===== src/rtl/timer_pkg.sv =====
// Shared definitions for the memory-mapped countdown timer: FSM states,
// register offsets, CTRL field positions and MODE codes.
package timer_pkg;

  typedef enum logic [1:0] {
    IDLE = 2'd0,
    LOAD = 2'd1,
    CNT  = 2'd2,
    INT  = 2'd3
  } state_t;

  localparam logic [1:0] OFF_CTRL   = 2'd0;
  localparam logic [1:0] OFF_PRESET = 2'd1;
  localparam logic [1:0] OFF_COUNT  = 2'd2;

  localparam int CTRL_EN      = 0;
  localparam int CTRL_MODE_LO = 1;
  localparam int CTRL_MODE_HI = 2;
  localparam int CTRL_IM      = 3;
  localparam int CTRL_PS_LO   = 4;
  localparam int CTRL_PS_HI   = 7;

  localparam logic [1:0] MODE_ONESHOT = 2'b00;
  localparam logic [1:0] MODE_RELOAD  = 2'b01;

  // Codes 10 and 11 fall back to one-shot behaviour.
  function automatic logic is_reload(input logic [1:0] mode);
    return mode == MODE_RELOAD;
  endfunction

endpackage


===== src/rtl/timer_dev_if.sv =====
// Device-bus bundle between the CPU bridge (master) and a timer instance
// (slave): word address, write strobe/data, read data and interrupt.
interface timer_dev_if;
  logic [29:0] addr;
  logic        we;
  logic [31:0] wd;
  logic [31:0] rd;
  logic        irq;

  modport master (output addr, output we, output wd, input rd, input irq);
  modport slave  (input addr, input we, input wd, output rd, output irq);
endinterface


===== src/rtl/timer_prescaler.sv =====
// Prescale counter producing a count tick once every P+1 cycles while the
// timer is in CNT; cleared on LOAD and on any CTRL write.
module timer_prescaler (
  input  logic       clk,
  input  logic       reset,
  input  logic       i_clr,
  input  logic       i_en,
  input  logic [3:0] i_p,
  output logic       o_tick
);

  logic [3:0] r_cnt;

  assign o_tick = (r_cnt == i_p);

  always_ff @(posedge clk or negedge reset) begin
    if (!reset) begin
      r_cnt <= 4'd0;
    end else if (i_clr) begin
      r_cnt <= 4'd0;
    end else if (i_en) begin
      r_cnt <= o_tick ? 4'd0 : r_cnt + 4'd1;
    end
  end

endmodule


===== src/rtl/timer_dev.sv =====
// Programmable countdown timer on the external device bus (CTRL/PRESET/COUNT).
// Define TIMER_PRESCALER_EN to add the CTRL[7:4] prescaler.
module timer_dev
  import timer_pkg::*;
#(
  parameter logic [31:0] BASE_ADDR = 32'h0000_7F00
) (
  input  logic          clk,
  input  logic          reset,
  timer_dev_if.slave    bus
);

  logic [7:0]  r_ctrl;
  logic [31:0] r_preset;
  logic [31:0] r_count;
  state_t      r_state;
  logic        r_flag;

  logic        w_sel;
  logic [1:0]  w_off;
  logic        w_wr_ctrl;
  logic        w_wr_preset;
  logic        w_tick;
  logic [1:0]  w_mode;
  logic [31:0] w_rd;

  assign w_sel       = (bus.addr[29:2] == BASE_ADDR[31:4]);
  assign w_off       = bus.addr[1:0];
  assign w_wr_ctrl   = w_sel & bus.we & (w_off == OFF_CTRL);
  assign w_wr_preset = w_sel & bus.we & (w_off == OFF_PRESET);
  assign w_mode      = r_ctrl[CTRL_MODE_HI:CTRL_MODE_LO];

`ifdef TIMER_PRESCALER_EN
  localparam logic [7:0] CTRL_WMASK = 8'hFF;

  timer_prescaler u_prescaler (
    .clk    (clk),
    .reset  (reset),
    .i_clr  (w_wr_ctrl | (r_state == LOAD)),
    .i_en   (r_state == CNT),
    .i_p    (r_ctrl[CTRL_PS_HI:CTRL_PS_LO]),
    .o_tick (w_tick)
  );
`else
  localparam logic [7:0] CTRL_WMASK = 8'h0F;

  assign w_tick = 1'b1;
`endif

  // A CTRL/PRESET write overrides whatever the FSM would have done this edge.
  always_ff @(posedge clk or negedge reset) begin
    if (!reset) begin
      r_ctrl   <= 8'd0;
      r_preset <= 32'd0;
      r_count  <= 32'd0;
      r_state  <= IDLE;
      r_flag   <= 1'b0;
    end else if (w_wr_ctrl || w_wr_preset) begin
      if (w_wr_ctrl) begin
        r_ctrl <= bus.wd[7:0] & CTRL_WMASK;
      end
      if (w_wr_preset) begin
        r_preset <= bus.wd;
      end
      r_state <= IDLE;
      r_flag  <= 1'b0;
    end else begin
      case (r_state)
        IDLE: begin
          if (r_ctrl[CTRL_EN]) begin
            r_state <= LOAD;
          end
        end
        LOAD: begin
          r_count <= r_preset;
          r_state <= CNT;
        end
        CNT: begin
          if (!r_ctrl[CTRL_EN]) begin
            r_state <= IDLE;
          end else if (w_tick) begin
            if (r_count > 32'd1) begin
              r_count <= r_count - 32'd1;
            end else begin
              r_count <= 32'd0;
              r_state <= INT;
              r_flag  <= 1'b1;
            end
          end
        end
        INT: begin
          r_state <= IDLE;
          // Auto-reload keeps EN so the FSM restarts; the flag becomes a pulse.
          if (is_reload(w_mode)) begin
            r_flag <= 1'b0;
          end else begin
            r_ctrl[CTRL_EN] <= 1'b0;
          end
        end
        default: r_state <= IDLE;
      endcase
    end
  end

  always_comb begin
    w_rd = 32'd0;
    if (w_sel) begin
      case (w_off)
        OFF_CTRL:   w_rd = {24'd0, r_ctrl};
        OFF_PRESET: w_rd = r_preset;
        OFF_COUNT:  w_rd = r_count;
        default:    w_rd = 32'd0;
      endcase
    end
  end

  assign bus.rd  = w_rd;
  assign bus.irq = r_flag & r_ctrl[CTRL_IM];

endmodule


===== src/flat_wrapper.sv =====
// flat-port wrapper written by rule: the top's interface ports become plain ports
module timer_dev_flat import timer_pkg::*;
#(
  parameter logic [31:0] BASE_ADDR = 32'h0000_7F00
)
  (clk, reset, bus_addr, bus_we, bus_wd, bus_rd, bus_irq);
  timer_dev_if bus_i ();
  input  logic clk;
  input  logic reset;
  input wire logic [$bits(bus_i.addr)-1:0] bus_addr;
  input wire logic [$bits(bus_i.we)-1:0] bus_we;
  input wire logic [$bits(bus_i.wd)-1:0] bus_wd;
  output wire logic [$bits(bus_i.rd)-1:0] bus_rd;
  output wire logic [$bits(bus_i.irq)-1:0] bus_irq;
  assign bus_i.addr = bus_addr;
  assign bus_i.we = bus_we;
  assign bus_i.wd = bus_wd;
  assign bus_rd = bus_i.rd;
  assign bus_irq = bus_i.irq;
  timer_dev #(.BASE_ADDR(BASE_ADDR)) u_core (.clk(clk), .reset(reset), .bus(bus_i));
endmodule

===== config.mk =====
export PLATFORM = sky130hd
export DESIGN_NAME = timer_dev_flat
export DESIGN_NICKNAME = d
export VERILOG_FILES = /design/src/rtl/timer_pkg.sv /design/src/rtl/timer_dev_if.sv /design/src/rtl/timer_prescaler.sv /design/src/rtl/timer_dev.sv /design/src/flat_wrapper.sv
export SDC_FILE = /design/constraint.sdc
export NUM_CORES = 1
export LEC_CHECK = 0
export ABC_CLOCK_PERIOD_IN_PS = 7300
export CAP_MARGIN = 20
export CORE_MARGIN = 4
export CORE_UTILIZATION = 40
export CTS_BUF_LIST = sky130_fd_sc_hd__clkbuf_2
export CTS_CLUSTER_DIAMETER = 120
export DETAILED_ROUTE_END_ITERATION = 6
export GPL_TIMING_DRIVEN = 0
export MAX_ROUTING_LAYER = met4
export PLACE_DENSITY_LB_ADDON = 0.1
export RECOVER_POWER = 100
export SYNTH_ARGS = -nofsm -noshare
export SYNTH_HDL_FRONTEND = slang
export SYNTH_HIERARCHICAL = 1
export SYNTH_SLANG_ARGS = --single-unit
export TNS_END_PERCENT = 1

===== constraint.sdc =====
create_clock -name clk -period 7.3 [get_ports clk]
set_input_delay 1.46 -clock clk [delete_from_list [all_inputs] [get_ports clk]]
set_output_delay 1.46 -clock clk [all_outputs]
set_load 0.005 [all_outputs]

==> results of run 1 <==
==> synth_stat cells (10+ instances only) <==
cell type,count
a211oi_1,12
mux2_2,35
inv_1,25
dfrtp_1,71
o22ai_1,13
a22oi_1,37
nor2_1,55
a32oi_1,15
nor3_1,15
clkbuf_1,29
nor4_1,12
nand2_1,10
nand3_1,10
o211ai_1,14
o21ai_0,17
==> cell families (layout without fill, tap and decap cells) <==
group	count (synthesis)	after routing	synth area share [%]
AOI/OAI and AO/OA	147	147	24.83
and+or+nand+nor	145	145	17.23
DFF	71	71	39.84
buffers and inverters	62	175	5.976
muxes	42	42	10.52
adders and majority gates	5	5	1.403
xor gates and xnor gates	1	1	0.1964
==> layout make-up <==
class	count	share of cell area (%)
plain buffers	36	2.663
clock buffers	14	1.243
clock inverters	2	0.1332
inverters	26	1.731
multi-input cells	340	42.61
flip-flops and latches	71	31.51
well taps	140	3.107
repair buffers	97	17.00
==> power groups by stage <==
stage	clock, mW	combinational (mW)	sequential, mW
after floorplan	0	0.00950	0.401
after global placement	0	0.0548	0.401
after detailed placement	0	0.0572	0.401
after CTS	0.198	0.0574	0.394
after global routing	0.213	0.0600	0.394
final	0.191	0.0549	0.394
==> flip-flops by register name, summed over array words and instances, names as in the netlist <==
signal / count
u_core/r_count: 32
u_core/r_preset: 32
u_core/r_ctrl: 4
u_core/r_state: 2
u_core/r_flag: 1
==> path summary, 6_finish.rpt <==
path / start / to / slack [ps] / cells after the start
setup / recovery: bus_addr[15] / bus_rd[15] / 1360 / 7
hold / removal: u_core/r_preset[20] / u_core/r_preset[20] / 560 / 1
setup reg to reg: u_core/r_state[0] / u_core/r_count[29] / 3830 / 8
hold reg to reg: u_core/r_preset[20] / u_core/r_preset[20] / 560 / 1
max in group asynchronous: reset / u_core/r_count[17] / 3170 / 2
min in group asynchronous: reset / u_core/r_preset[0] / 1440 / 1
==> per-stage QoR <==
step	cell area, sq um	worst slack, ps	util, %	std cells
after floorplan	4459	2868	-	473
after global placement	5595	1636	51.39	709
after detailed placement	5613	1634	51.55	710
after global routing	5638	1198	51.78	726
final	5638	1355	51.78	726
after CTS	5690	1613	52.26	726
==> cells in the final DEF, fill, tap and decap left out, types with 5 or more instances in the layout <==
master           synthesis  routed
dfrtp_1                 71      71
clkdlybuf4s50_1          0      61
nor2_1                  55      56
a22oi_1                 37      37
clkbuf_1                29      36
mux2_2                  35      35
dlygate4sd3_1            0      34
inv_1                   25      25
o21ai_0                 17      17
nor3_1                  15      15
a32oi_1                 15      15
clkbuf_2                 0      14
o211ai_1                14      14
nor4_1                  12      13
a211oi_1                12      13
o22ai_1                 13      13
nand2_1                 10      10
nand3_1                 10      10
nand4_1                  8       8
or3_1                    7       7
nor2b_1                  6       6
o2bb2ai_1                6       6
mux2i_1                  5       5
a21oi_1                  5       5
a31oi_1                  5       5
ha_1                     5       5
==> per-layer routing <==
metal  GRT usage (%)  vias to the layer above  wire length [um]
li1                -                     2050                 -
met5               -                        -                 0
met1           32.79                     2254              6626
met2           38.71                      257              7079
met3           5.199                       39              1387
met4           10.50                        0               505
==> impl_summary.md, run 1 <==
Run status
The flow ran to the end, but the final reports show violations. The checks that failed: max-capacitance violations, max-slew violations.

Floorplanning
The boundary pin count is 98. After floorplanning, the core was divided into 38 placement rows. The die is 113.6 um wide. For this configuration, the core starts out at a cell density of 40.96%.

The die height is 113.6 um. The die covers 12900 sq um. The region available for standard cell placement spans 10890 sq um.

Route
For this block, the initial DRC count from the detailed router was 398. The count of nets left with antenna violations once routing finished came out at 0. The total wirelength of the detailed-routed design is 15600 um.

The DRC violation count after routing is 0. The average detailed-routed wire length per instance is 21.48 um. The number of search-and-repair iterations in the first detailed-routing pass is 5.

The per-cell via count in the routed design is 6.336. The count of vias placed by the detailed router is 4600.

Final layout
Compared with the post-synthesis result, the final layout area differs by 26.43%. 0 antenna diodes ended up in the layout. Of the cells placed in the final design, the portion with a size suffix greater than 1 is 10.92%. The filler cells instantiated in the layout total 1083. The area occupied by registers is 1777 sq um. The number of nets in the finished design is 651. The area of the multi-input gates is 2402 sq um.

Pwr
VDD sags by at most 0.06254 mV. The clock network fraction of total power is 29.9%. In this run, the combinational gates consume 8.6% of the power. In this run, flip-flops and latches consume 61.5% of the power. In this run the power density over the cells is 113.5 nW/um^2. The overall power is 0.6401 mW. The leakage dissipation is 2.146 nW. The internal portion of total power is 0.4766 mW.

The switching power is 0.1635 mW. The switching part of the total is 25.54%.

Worst setup path
The most frequent cell on the critical path is dlygate4sd3_1. Of all nets on the critical path, the largest fanout is 10. The kind of start point of the critical path is an input pin. At the worst endpoint, the required time is 5840 ps. The largest single stage delay on the critical path is 660 ps. Together, buffers and inverters on the worst path number 3. Walking the worst path, the cells encountered are dlygate4sd3_1 -> or4b_2 -> nor4_1 -> nand2_1 -> clkbuf_1 -> nor2_1 -> dlygate4sd3_1.

At the worst endpoint, the arrival time is 4480 ps. The worst setup path is captured at an output pin. The critical path is of the input pin to output pin type. Among all stages on the critical path, the largest delay is contributed by or4b_2. The kind of cell adding the most delay to the critical path is simple AND/OR/NAND/NOR gates.

Hold path
The type of the most critical hold path is flip-flop to flip-flop.

Global route
After global routing the overflow that remains totals 0. The pin count of the biggest net entering global routing is 37. For this run, the total global-route usage over all layers was measured as 25.30%. The wire length of the first global-routing pass is 25070 um.

The number of global-route vias before repair is 4626. The initial antenna violation count was 0.

Yosys
The number of flops mapped to enable cells by yosys is 0. The synthesized area per cell is 9.428 sq um. The portion of synthesized cell area occupied by the leading cell type is 39.84%. Counting distinct cell types in the post-synthesis netlist gives 56.

The count of state elements after synthesis is 71. For this run, the number of Yosys warnings is 6. The number of nets in the synthesized netlist is 543. The dominant cell type by area after synthesis is dfrtp_1. In the synthesized netlist the dominant register cell turns out to be dfrtp_1.

By area the synthesized netlist is led by dfrtp_1 40%, mux2_2 8.8%, a22oi_1 6.2%. The proportion of synthesized flip-flops having asynchronous set or reset is 100.0%. The cell area after synthesis is 4459 sq um. The post-synthesis cell count is 473.

The sequential fraction of the synthesis area is 39.84%.

Place
The count of buffers added on input and output ports is 96. The detailed-placement wirelength estimate is 11070 um. At the end of routability-driven placement, the weighted congestion stood at 0.9205.

Clock network
The post-cts hold buffer count is 0. TritonCTS built the clock tree. CTS built an H-tree with a depth of 3. The count of instances resized after the clock tree is built is 0. The post-CTS setup-driven buffer insertion count is 0. The maximum root-to-sink buffer count is 2. The clock root buffer is clkbuf_2. Buffers inserted during clock tree synthesis total 9. The clock sink total is 71. The clock latency on the worst-skew pair is 540 ps. After clock tree synthesis, the clock-pin slew on the worst setup and hold paths is 180 ps.

Timing
At the pin with the least slew margin, the transition time is 2015 ps. The worst path uses 81.44% of the clock period. Headroom to the max-slew limit came out at -34.31%. For the final database, setup skew stands at 18.00 ps. The number of setup violations in the final report is 0.

The final hold violation count is 0. Setup repair after global routing left no endpoint under its margin. The summed negative setup slack over all endpoints is 0 ps.

The post-route minimum period is 5945 ps. The final max-slew violation count is 74. Timing would allow up to 0.1682 GHz. On the final layout, the worst hold slack is 564.5 ps.

Job
Max-cap violations in this run came to 2.
Power figures use the tool's default switching activity.
==> inputs of run 2 (changes only) <==
ABC_CLOCK_PERIOD_IN_PS = 5390   (was 7300)
clock period = 5.39 ns   (was 7.3 ns; I/O delays follow)
==> run 2 against run 1 <==
- the run still ends with max-capacitance violations, max-slew violations left
- setup slack worse by 1000 ps
- power up 35%
- largest cell class unchanged
- sequential power up 35%
- combinational power up 35%
- global-route usage unchanged
- non-clock buffer count unchanged
- hold slack worse by 1.7 ps
- first-iteration DRC count down 8.3%
- die area unchanged
- critical path type unchanged
- sequential cell count unchanged
==> impl_summary.md, run 2 (synthesis gave the netlist of run 1 again) <==
Job
The max capacitance violation total is 3 (was 2).

Place
The detailed-placement wirelength estimate is 11070 um (unchanged). The quantity of I/O buffers inserted on ports was 96 (unchanged). The weighted congestion at the end of routability-driven global placement is 0.9205 (unchanged).

Timing
The remaining max-slew budget at the tightest pin came to -33.84% (was -34.31%). The number of setup violations in the final report was 0 (unchanged). The worst clock skew on the final layout is 20.25 ps (was 18.00 ps). The slew at the pin closest to its max-slew limit is 2008 ps (was 2015 ps). The summed negative setup slack over all endpoints is 0 ps (unchanged). The final hold violation count is 0 (unchanged). The worst hold slack is 562.8 ps (was 564.5 ps).

The final max-slew violation count is 74 (unchanged). Dividing the final minimum period by the clock period gives 93.67%. The post-route minimum period is 5049 ps. Setup repair after global routing missed its margin: false (unchanged). Timing would allow up to 0.1981 GHz.

Worst setup path
The top fanout value on the critical path came to 10 (unchanged). The critical path endpoint category is an output pin (unchanged). The classification of the worst setup path is input pin to output pin (unchanged). The required time of the worst setup path is 4310 ps (was 5840 ps).

The worst reg2reg path startpoint is u_core/r_state[0] (unchanged). The kind of start point of the critical path is an input pin (unchanged). The arrival time of data at the critical path endpoint is 3970 ps (was 4480 ps). The critical path startpoint is bus_addr[3] (was bus_addr[15]).

Clock network
The maximum root-to-sink buffer count is 2 (unchanged). The number of buffers created by CTS is 9 (unchanged). The depth of the CTS H-tree is 3 (unchanged).

The post-cts hold buffer count was 0 (unchanged). The clock sink total was 71 (unchanged). The count of instances resized after the clock tree is built is 0 (unchanged). The CTS tree is built (unchanged).

The clock latency on the worst-skew pair is 540 ps (about the same). The CTS clock-pin slew for the worst setup and hold paths is 200 ps (was 180 ps). The clock root buffer is clkbuf_2 (unchanged).

The post-CTS setup-driven buffer insertion count is 0 (unchanged).

Final layout
The ratio of cells with drive above 1 in the final layout was 11.26% (was 10.92%). The number of fill cells in the layout came to 1080 (was 1083). Largest registers: u_core/r_count x32, u_core/r_preset x32, u_core/r_ctrl x4 (unchanged).

The area of the multi-input gates was 2389 sq um (was 2402 sq um). Commonest cells after routing, fill and taps aside: 71 x dfrtp_1, 62 x clkdlybuf4s50_1, 56 x nor2_1 (was 71 x dfrtp_1, 61 x clkdlybuf4s50_1, 56 x nor2_1). The area added between synthesis and finish is 26.46% (was 26.43%).

The number of nets in the finished design is 651 (unchanged). The most common library cell in the layout ignoring fill and taps is dfrtp_1 (unchanged). The area occupied by registers is 1777 sq um (unchanged). The diode insertion count for antenna repair came to 0 (unchanged).

Hold path
The critical hold path startpoint is u_core/r_count[27] (was u_core/r_preset[20]). The type of the most critical hold path is flip-flop to flip-flop (unchanged).

Global route
The pin count of the biggest net entering global routing was 37 (unchanged). The global-route met1 utilization is 32.79% (unchanged). The overall routing resource usage is 25.30% (unchanged). The initial antenna violation count is 0 (unchanged). The highest-utilization routing layer at the global route stage is met2 (unchanged).

The wire length of the first global-routing pass is 25070 um (unchanged). The met2 capacity usage during global routing is 38.71% (unchanged). The number of global-route vias before repair is 4626 (unchanged).

The met3 usage in global routing is 5.199% (unchanged). The sum of overflow across all layers after global routing was 0 (unchanged).

Floorplanning
The starting utilization of the core area is 40.96% (unchanged). The width of the die is 113.6 um (unchanged). The number of cell rows was 38 (unchanged).

The core area was 10890 sq um (unchanged). The die area is 12900 sq um (unchanged). The boundary pin count is 98 (unchanged). The die height was 113.6 um (unchanged).

Route
The total wirelength of the detailed-routed design was 15600 um (about the same). The DRC violation count after routing was 0 (unchanged). The average detailed-routed wire length per instance is 21.49 um (was 21.48 um). The count of vias placed by the detailed router is 4588 (was 4600). The DRC marker count from the first detailed-route iteration is 365 (was 398). The per-cell via count in the routed design is 6.320 (was 6.336). The count of nets left with antenna violations after detail routing came to 0 (unchanged). The number of search-and-repair iterations in the first detailed-routing pass is 5 (unchanged).

Pwr
The leakage dissipation is 2.156 nW (was 2.146 nW). The worst-case vdd ir drop is 0.08447 mV (was 0.06254 mV). The areal power density over the cells was 153.7 nW/um^2 (was 113.5 nW/um^2).

Run status
Status: finished with violations (unchanged). Violations in the final reports: max-capacitance violations, max-slew violations (unchanged).
run 2: changes by cell type in the layout (fill, tap and decap cells not counted), sizes merged:
cell	delta
clkbuf	-2
clkdlybuf4s50	+1
buf	+2
dlygate4sd3	-1
run 2: routing by layer:
metal	routed length [um]	share of wire, %
met1	6553	42
met2	7088	45
met3	1504	9.6
met4	452	2.9
met5	0	0
run 2: power breakdown:
part | internal, mW | leakage [nW] | switching, mW
clock network | 0.0678 | 0.0613 | 0.191
registers | 0.533 | 0.935 | 0.00000152
logic | 0.0445 | 1.16 | 0.0299
run 2: path summary, 6_finish.rpt:
kind,endpoint,slack [ps],cells after the start
max,bus_rd[15],340,7
min,u_core/r_count[27],560,1
max reg2reg,u_core/r_count[29],1590,8
min reg2reg,u_core/r_count[27],560,1
max in group asynchronous,u_core/r_count[17],1660,2
min in group asynchronous,u_core/r_preset[0],1050,1
run 2: area by class of cell:
cell class / instances / area share (%)
clock buffers: 14 / 1.243
inverters: 26 / 1.731
repair buffers: 97 / 17.00
flip-flops and latches: 71 / 31.51
clock inverters: 2 / 0.1331
well taps: 140 / 3.106
plain buffers: 36 / 2.929
multi-input cells: 340 / 42.36
run 2: per-stage QoR:
| stage | instances | util (%) | setup WS [ps] | area, sq um | total power [mW] |
|---|---|---|---|---|---|
| final | 726 | 51.79 | 341.3 | 5639 | 0.8667 |
| after global routing | 726 | 51.79 | 188.7 | 5639 | 0.9040 |
| after CTS | 726 | 52.26 | 466.8 | 5690 | 0.8792 |
| after detailed placement | 710 | 51.55 | 488.2 | 5613 | 0.6202 |
| after global placement | 709 | 51.39 | 489.6 | 5595 | 0.6172 |
| after floorplan | 473 | - | 1722 | 4459 | 0.5558 |
run 2: critical path: stages:
cell and delay, ps:
clkdlybuf4s50_1 400, or4b_2 690, nor4_1 400, nand2_1 310
clkbuf_1 330, nor2_1 170, dlygate4sd3_1 590
==> inputs of run 3 (changes only) <==
CTS_BUF_LIST = unset   (was sky130_fd_sc_hd__clkbuf_2)
==> run 3 against run 2 <==
- the flow still finishes with violations (max-capacitance violations, max-slew violations)
- sequential cell count unchanged
- combinational power about the same
- setup slack about the same
- global-route usage up 0.14 points
- non-clock buffer count unchanged
- sequential power about the same
- cell count unchanged
- critical path type unchanged
==> impl_summary.md, run 3 (synthesis gave the netlist of run 1 again) <==
Place
The weighted congestion at the end of routability-driven global placement was 0.9205 (unchanged). The detailed-placement wirelength estimate was 11070 um (unchanged). The area after detailed placement is 5613 sq um (unchanged). The quantity of I/O buffers inserted on ports is 96 (unchanged). The minimum setup slack after placement is 488.2 ps (unchanged).

Clock network
The depth of the CTS H-tree came to 3 (unchanged). The clock root buffer is clkbuf_8 (was clkbuf_2). The post-cts hold buffer count is 0 (unchanged).

The number of buffers created by CTS is 9 (unchanged). The maximum root-to-sink buffer count is 2 (unchanged). The clock sink total came to 71 (unchanged). The count of instances resized after the clock tree is built was 0 (unchanged). The CTS clock-pin slew for the worst setup and hold paths was 70 ps (was 200 ps). The CTS tree is built (unchanged). The clock latency on the worst-skew pair is 360 ps (was 540 ps). The post-CTS setup-driven buffer insertion count was 0 (unchanged).

Timing
The worst clock skew on the final layout is 4.762 ps (was 20.25 ps). The summed negative setup slack over all endpoints is 0 ps (unchanged). The period utilization is 93.66% (was 93.67%). The number of setup violations in the final report is 0 (unchanged). The final hold violation count is 0 (unchanged). The worst hold slack is 537.5 ps (was 562.8 ps). The final max-slew violation count is 74 (unchanged).

The remaining max-slew budget at the tightest pin is -36.25% (was -33.84%). The final worst-path setup slack was 341.5 ps (was 341.3 ps). The top achievable clock speed was 0.1981 GHz (about the same).

Setup repair after global routing missed its margin: false (unchanged). The slew at the pin closest to its max-slew limit is 2044 ps (was 2008 ps). The post-route minimum period is 5048 ps (was 5049 ps).

Worst setup path
The cell count of the worst reg-to-reg path came to 6 (was 8). The longest individual stage delay on the worst path is 690 ps (about the same). The number of buffer and inverter instances along the worst setup path is 3 (unchanged). The standard cell with the maximum stage delay on the critical path is or4b_2 (unchanged). The capture point of the worst reg-to-reg path is u_core/r_count[6] (was u_core/r_count[29]). Cells along the critical path: clkdlybuf4s50_1 -> or4b_2 -> nor4_1 -> nand2_1 -> clkbuf_1 -> nor2_1 -> dlygate4sd3_1 (unchanged).

The last element of the critical path is bus_rd[15] (unchanged). The register-to-register setup slack is 1680 ps (was 1590 ps). The arrival time of data at the critical path endpoint is 3970 ps (about the same). The critical path endpoint category is an output pin (unchanged). The kind of cell adding the most delay to the critical path is simple AND/OR/NAND/NOR gates (unchanged).

The kind of start point of the critical path is an input pin (unchanged). The top fanout value on the critical path came to 10 (unchanged). The worst reg2reg path startpoint is u_core/r_count[24] (was u_core/r_state[0]). The depth of the critical timing path with buffers and inverters included was 7 (unchanged).

The critical path startpoint was bus_addr[3] (unchanged). The required time of the worst setup path was 4310 ps (about the same). The classification of the worst setup path is input pin to output pin (unchanged).

Global route
The wire length of the first global-routing pass is 25130 um (was 25070 um). The initial antenna violation count is 0 (unchanged). The pin count of the biggest net entering global routing is 37 (unchanged). The overall routing resource usage came to 25.44% (was 25.30%). The sum of overflow across all layers after global routing came to 0 (unchanged). The number of global-route vias before repair is 4616 (was 4626).

Hold path
The type of the most critical hold path is flip-flop to flip-flop (unchanged).

Final layout
The ratio of cells with drive above 1 in the final layout is 10.24% (was 11.26%). The area added between synthesis and finish was 28.03% (was 26.46%). The diode insertion count for antenna repair is 0 (unchanged). The area of all placed cells without fillers is 5709 sq um (was 5639 sq um). The number of nets in the finished design was 651 (unchanged). Commonest cells after routing, fill and taps aside: 71 x dfrtp_1, 62 x clkdlybuf4s50_1, 56 x nor2_1 (unchanged). The most common library cell in the layout ignoring fill and taps is dfrtp_1 (unchanged). The number of fill cells in the layout is 1076 (was 1080). Largest registers: u_core/r_count x32, u_core/r_preset x32, u_core/r_ctrl x4 (unchanged).

Pwr
The overall power was 1.001 mW (was 0.8667 mW). The worst-case vdd ir drop is 0.08687 mV (was 0.08447 mV). The switching power was 0.2303 mW (was 0.2211 mW).

The clock network fraction of total power is 39.4% (was 29.9%). The leakage dissipation was 2.165 nW (was 2.156 nW). The internal portion of total power is 0.7708 mW (was 0.6456 mW). The combinational fraction of design power came to 7.4% (was 8.6%). The register share of total power was 53.2% (was 61.5%). The switching part of the total was 23.01% (was 25.51%). The areal power density over the cells was 175.3 nW/um^2 (was 153.7 nW/um^2).

Job
The max capacitance violation total is 2 (was 3).

Route
The count of nets left with antenna violations after detail routing is 0 (unchanged). The DRC violation count after routing is 0 (unchanged). The number of search-and-repair iterations in the first detailed-routing pass was 6 (was 5). The count of vias placed by the detailed router is 4583 (was 4588). The DRC marker count from the first detailed-route iteration is 386 (was 365).

The total wirelength of the detailed-routed design is 15590 um (was 15600 um). The per-cell via count in the routed design was 6.313 (was 6.320). The average detailed-routed wire length per instance is 21.47 um (was 21.49 um).

Floorplanning
The number of cell rows is 38 (unchanged). The core area is 10890 sq um (unchanged). The width of the die is 113.6 um (unchanged). The die area was 12900 sq um (unchanged). The starting utilization of the core area is 40.96% (unchanged). The die height was 113.6 um (unchanged). The boundary pin count is 98 (unchanged).

Run status
Status: finished with violations (unchanged). Violations in the final reports: max-capacitance violations, max-slew violations (unchanged).
## run 3: cell types whose count changed in the layout (fill, tap and decap cells not counted), sizes merged
cell    previous run  this run
clkinv             3         1
clkbuf            48        53
buf                4         1
## run 3: area by class of cell
cell class	count	area, sq um	area share [%]
Multi-Input combinational cell	340	2389	41.84
Sequential cell	71	1777	31.12
Timing Repair Buffer	97	958.4	16.79
Tap cell	140	175.2	3.068
Clock buffer	16	170.2	2.980
Buffer	36	142.6	2.498
Inverter	26	97.59	1.709
## run 3: per-layer routing
metal	up-vias	GRT usage [%]	part of all wire (%)
li1	2052	-	-
met1	2240	33.03	42
met2	251	38.52	45
met3	40	5.889	9.7
met4	0	10.26	3.1
met5	-	-	0
## run 3: per-stage QoR
| stage | instances | util [%] |
|---|---|---|
| 6_report | 726 | 52.44 |
| 5_1_grt | 726 | 52.44 |
| 3_5_place_dp | 710 | 51.55 |
| 3_3_place_gp | 709 | 51.39 |
| 4_1_cts | 726 | 53.11 |
| 2_1_floorplan | 473 | - |
## run 3: worst min-delay path by stage
| stage | startpoint | end | slack, ps | cells after the start |
|---|---|---|---|---|
| 4_1_cts | u_core/r_count[25] | u_core/r_count[25] | 550 | 1 |
| 5_1_grt | u_core/r_preset[6] | u_core/r_preset[6] | 570 | 1 |
| 3_3_place_gp | u_core/r_count[27] | u_core/r_count[27] | 510 | 1 |
| 6_report | u_core/r_count[27] | u_core/r_count[27] | 540 | 1 |
| 3_5_place_dp | u_core/r_count[25] | u_core/r_count[25] | 530 | 1 |
| 2_1_floorplan | u_core/r_count[27] | u_core/r_count[27] | 480 | 1 |
## run 3: power groups by stage
stage	clock (mW)	sequential, mW	combinational [mW]
floorplan	0	0.543	0.0129
global placement	0	0.543	0.0743
detailed placement	0	0.543	0.0774
CTS	0.403	0.532	0.0778
global route	0.431	0.532	0.0814
finish	0.394	0.532	0.0745
